--- src/rtl/alu_mul_sequencer.sv ---
// Shift-and-add multiplier that borrows the shared execute-stage ALU for each add.
// Optional early termination when the multiplier runs out of set bits: EARLY_TERM_EN.
module alu_mul_sequencer #(
  parameter int          WIDTH     = 32,
  parameter logic [3:0]  ADD_CODE  = 4'b0010,
  parameter logic [3:0]  IDLE_CODE = 4'b0000
) (
  input  logic             clk,
  input  logic             rst_n,
  input  logic             in_valid,
  output logic             in_ready,
  input  logic [WIDTH-1:0] in_a,
  input  logic [WIDTH-1:0] in_b,
  output logic             out_valid,
  input  logic             out_ready,
  output logic [WIDTH-1:0] out_result,
  output logic             out_zero,
  output logic             busy,
  output logic             alu_req,
  input  logic             alu_gnt,
  output logic [WIDTH-1:0] alu_a1,
  output logic [WIDTH-1:0] alu_a2,
  output logic [3:0]       alu_ctrl,
  input  logic [WIDTH-1:0] alu_out
);

  localparam int CW = $clog2(WIDTH) + 1;

  typedef enum logic [1:0] {
    IDLE,
    RUN,
    DONE
  } state_t;

  state_t           state, state_nx;
  logic [WIDTH-1:0] acc, acc_nx;
  logic [WIDTH-1:0] m, m_nx;
  logic [WIDTH-1:0] q, q_nx;
  logic [CW-1:0]    count, count_nx;
  logic             q_empty;

`ifdef EARLY_TERM_EN
  assign q_empty = (q == '0);
`else
  assign q_empty = 1'b0;
`endif

  always_ff @(posedge clk or negedge rst_n) begin
    if (!rst_n) begin
      state <= IDLE;
      acc   <= '0;
      m     <= '0;
      q     <= '0;
      count <= '0;
    end else begin
      state <= state_nx;
      acc   <= acc_nx;
      m     <= m_nx;
      q     <= q_nx;
      count <= count_nx;
    end
  end

  always_comb begin
    state_nx   = state;
    acc_nx     = acc;
    m_nx       = m;
    q_nx       = q;
    count_nx   = count;
    in_ready   = 1'b0;
    out_valid  = 1'b0;
    out_result = '0;
    out_zero   = 1'b0;
    busy       = 1'b0;
    alu_req    = 1'b0;
    alu_a1     = '0;
    alu_a2     = '0;
    alu_ctrl   = IDLE_CODE;
    unique case (state)
      IDLE: begin
        // ready stays low while reset is held, even though state is IDLE
        in_ready = rst_n;
        if (in_valid) begin
          m_nx     = in_a;
          q_nx     = in_b;
          acc_nx   = '0;
          count_nx = '0;
          state_nx = RUN;
        end
      end
      RUN: begin
        busy = 1'b1;
        if (q_empty) begin
          state_nx = DONE;
        end else begin
          alu_req  = 1'b1;
          alu_a1   = acc;
          alu_a2   = m;
          alu_ctrl = ADD_CODE;
          if (alu_gnt) begin
            if (q[0]) acc_nx = alu_out;
            m_nx     = m << 1;
            q_nx     = q >> 1;
            count_nx = count + CW'(1);
            if (count_nx == CW'(WIDTH)) state_nx = DONE;
          end
        end
      end
      DONE: begin
        busy       = 1'b1;
        out_valid  = 1'b1;
        out_result = acc;
        out_zero   = (acc == '0);
        if (out_ready) state_nx = IDLE;
      end
      default: state_nx = IDLE;
    endcase
  end

endmodule

--- config.mk ---
export PLATFORM = sky130hd
export DESIGN_NAME = alu_mul_sequencer
export DESIGN_NICKNAME = d
export VERILOG_FILES = /design/src/rtl/alu_mul_sequencer.sv
export SDC_FILE = /design/constraint.sdc
export NUM_CORES = 1
export LEC_CHECK = 0
export BUFFER_PORTS_ARGS = -buffer_cell sky130_fd_sc_hd__buf_4
export CAP_MARGIN = 20
export CORE_AREA = 5 5 208 109
export CTS_BUF_LIST = sky130_fd_sc_hd__clkbuf_8
export DETAILED_ROUTE_END_ITERATION = 10
export DIE_AREA = 0 0 213 114
export GPL_TIMING_DRIVEN = 0
export PLACE_DENSITY = 0.48
export SLEW_MARGIN = 20
export SYNTH_ARGS = -nofsm -noshare
export SYNTH_HDL_FRONTEND = slang
export SYNTH_SLANG_ARGS = --single-unit
--- constraint.sdc ---
create_clock -name clk -period 3 [get_ports clk]
set_input_delay 0.9 -clock clk [delete_from_list [all_inputs] [get_ports clk]]
set_output_delay 0.9 -clock clk [all_outputs]
set_load 0.05 [all_outputs]
==> results.yml <==
run_status:
  status: "finished, final reports clean"
finish:
  nNetsFinal: 924
  final_util_pct: 36.8
  final_area_sq_um: 7720
  drive_gt1_share_pct: 36.0
  n_fill_cell: 2181
  area_growth_pct: 41.4
clock_network:
  clk_pin_slew_worst_paths_ps: 110
  holdBufCountCts: 0
  clock-root-buffer: "clkbuf_8"
  htreeDepth: 3
  clock_path_buffers: 2
  cts_made_buffers: 9
  cts_tree: "yes"
  worstSkewPairLatency_ps: 380
  clock_sinks: 104
routing:
  ant_nets: 0
  drc: 0
  viasPerCell: 4.42
  drtIter0Drc: 317
  firstDrtPassIters: 4
  wl_per_cell_um: 16.9
  wl_mm: 18.7
  vias: 4885
synthesis:
  syn-cell-area_sq_um: 5460
  syn_inst: 602
  synth_top_family_by_area: "simple AND/OR/NAND/NOR gates"
  synthSimpleGateAreaFrac_pct: 24.5
  synth_seq_area_share_pct: 47.7
  synth-compound-area-share_pct: 15.0
  synthMuxAreaShare_pct: 6.05
  synth_adder_area_share_pct: 0.917
  synth_cell_types: 38
  yosysWarnings: 0
  postSynthAreaPerCell_sq_um: 9.07
  synth-seq-cells: 104
  synthXorXnorAreaFrac_pct: 0.321
power_and_ir_drop:
  p_leak_nw: 3.73
  power_density_nw_per_um2: 569
  ir_drop_v: 0.000208
sta:
  setup_violations: 0
  setup_tns_ps: 0
  drv_slew: 0
  max_freq_mhz: 347
  layout_setup_ws_ps: 114
  skew_ps: 8.47
  maxSlewHeadroom_pct: 56.8
  worst_pin_slew_ps: 642
  period_needed_ps: 2890
  hold_viol: 0
  fin_crit_sh_pct: 96.2
  rsz0062_at_grt: "no"
worst_setup_path:
  cp_max_fo: 4
  start_kind: "flop"
  r2r-start: "state[0]$_DFFE_PN0P_"
  r2r_slack_ps: 550
  critPathKind: "flop to output pin"
  end_kind: "output pin"
  cp.required_ps: 2100
  rr_worst_depth: 9
  cp.arrival_ps: 1990
  timing.rr.end: "q[24]$_DFFE_PN0P_"
placement:
  portBuffers: 202
  place_area_sq_um: 7370
  dp_hpwl_mm: 14.5
  routabilityCongestion: 0.791
  pre_cts_slack_ps: -312
die:
  dieArea_sq_um: 24300
  die_h_um: 114
  start_util_pct: 26.0
  design.core.area_sq_um: 21000
  num_rows: 38
  io_pins: 206
  die_w_um: 213
run:
  drv_cap: 0
global_route:
  grt_first_pass_wirelength_mm: 28.8
  grt_overflow_total: 0
  grt_start_max_net_pins: 72
  track_usage_pct: 15.2
  grt_pass1_vias: 4800
  antenna_found_initial: 1
worst_hold_path:
  min_path_type: "input port to asynchronous set/reset pin"
==> area by class of cell <==
cell class,instances,area (sq um),share of cell area (%)
diodes,1,2.50,0.0324
plain buffers,47,309,4.00
clock buffers,9,124,1.61
clock inverters,7,95.1,1.23
inverters,7,26.3,0.340
multi-input cells,446,2620,33.9
flip-flops and latches,104,2600,33.7
well taps,280,350,4.54
repair buffers,204,1590,20.6
==> through the flow <==
step | power, mW | hold WS, ps | cells
2_1_floorplan | 2.86 | 455 | 604
3_3_place_gp | 3.41 | 497 | 1086
3_5_place_dp | 3.41 | 503 | 1087
4_1_cts | 4.44 | 381 | 1103
5_1_grt | 4.65 | 401 | 1105
6_report | 4.39 | 408 | 1105
==> synthesized netlist by cell type, drive strengths merged <==
cell      n  share of area, %
and4      1              0.16
or4       1              0.14
dfrtp   104                48
o22a      1              0.16
nor3      3              0.28
xnor2     2              0.32
or3       1              0.11
nor2b     5              0.71
o31ai     1              0.14
a21bo     1              0.18
a221oi    1              0.16
clkbuf   19               1.3
nor4      6              0.69
a31oi     2              0.23
nor2     66               4.5
and3b     1              0.16
nand4     3              0.34
nand3     5              0.46
o22ai     3              0.34
nand2b    3              0.34
buf      28               3.7
nand2    70               4.8
or4b      1              0.18
nor3b     2              0.28
a21o      1              0.14
ha        4              0.92
and2     97                11
o21ai    35               5.1
a21oi    93               8.5
nor4b     1              0.16
mux2i    33               6.1
conb      1             0.069
inv       7              0.48
==> worst max-delay path: stages (launching register included) <==
cell and delay [ps]:
dfrtp_1 420, nor4_1 600, nand4_1 190, nor3_2 210, buf_6 180
==> how the worst max path moves through the flow <==
stage,start,end,slack [ps],cells after the start
finish,acc[10]$_DFFE_PN0P_,out_zero,110,4
global route,state[1]$_DFFE_PN0P_,alu_a2[31],5,7
CTS,state[0]$_DFFE_PN0P_,out_zero,-20,6
detailed placement,state[1]$_DFFE_PN0P_,alu_a1[0],-310,7
global placement,rst_n,in_ready,-450,3
floorplan,state[0]$_DFFE_PN0P_,out_zero,-30,5
==> sequential cells by signal, indices dropped and copies added (netlist names) <==
signal	cells
q	32
m	32
state	2
acc	32
count	6
==> power by group <==
| part | internal (mW) | switching, mW | total [mW] | leakage, nW |
|---|---|---|---|---|
| combinational | 0.581 | 0.996 | 1.58 | 2.47 |
| clock | 0.472 | 0.525 | 0.997 | 0.110 |
| sequential | 1.63 | 0.186 | 1.81 | 1.15 |
| total | 2.68 | 1.71 | 4.39 | 3.73 |
==> layout by cell type (no fill, tap or decap), drive strengths merged, types with 2 or more instances in the layout <==
cell type,netlist,layout
clkbuf,19,26
o21ai,35,35
inv,7,8
nand2,70,70
clkinv,0,3
mux2i,33,33
ha,4,4
nor2b,5,5
nor4,6,6
bufinv,0,2
nor3,3,3
nor3b,2,2
nor2,66,66
a21oi,93,93
dfrtp,104,104
and2,97,97
buf,28,234
nand4,3,3
a31oi,2,2
nand3,5,5
conb,1,3
o22ai,3,3
nand2b,3,3
xnor2,2,2
==> cell families (layout without fill, tap and decap cells) <==
| family | count (synthesis) | in the layout |
|---|---|---|
| adder cells (fa/ha/maj) | 4 | 4 |
| AND/OR/NAND/NOR | 266 | 266 |
| multiplexers | 33 | 33 |
| buffers and inverters | 54 | 274 |
| AO/OA/AOI/OAI | 138 | 138 |
| other | 1 | 4 |
| XOR/XNOR | 2 | 2 |
| flip-flops | 104 | 104 |
==> metal layers <==
| layer | share of wire [%] | vias up | track usage (%) | wire length (um) |
|---|---|---|---|---|
| li1 | - | 2441 | - | - |
| met1 | 53 | 2362 | 24.0 | 9980 |
| met2 | 43 | 73 | 21.3 | 7950 |
| met3 | 3.3 | 9 | 3.13 | 612 |
| met4 | 0.66 | 0 | 2.85 | 124 |
| met5 | 0 | - | 0 | 0 |
==> timing repair <==
item / CTS / global route
endpoints found under the setup margin: 73 / 66
buffers inserted: 0 / 0
hold endpoints to repair: 0 / 0
pin swaps: 0 / 1
gates resized for setup: 19 / 14
gates cloned: 0 / 1
Power figures use the tool's default switching activity.
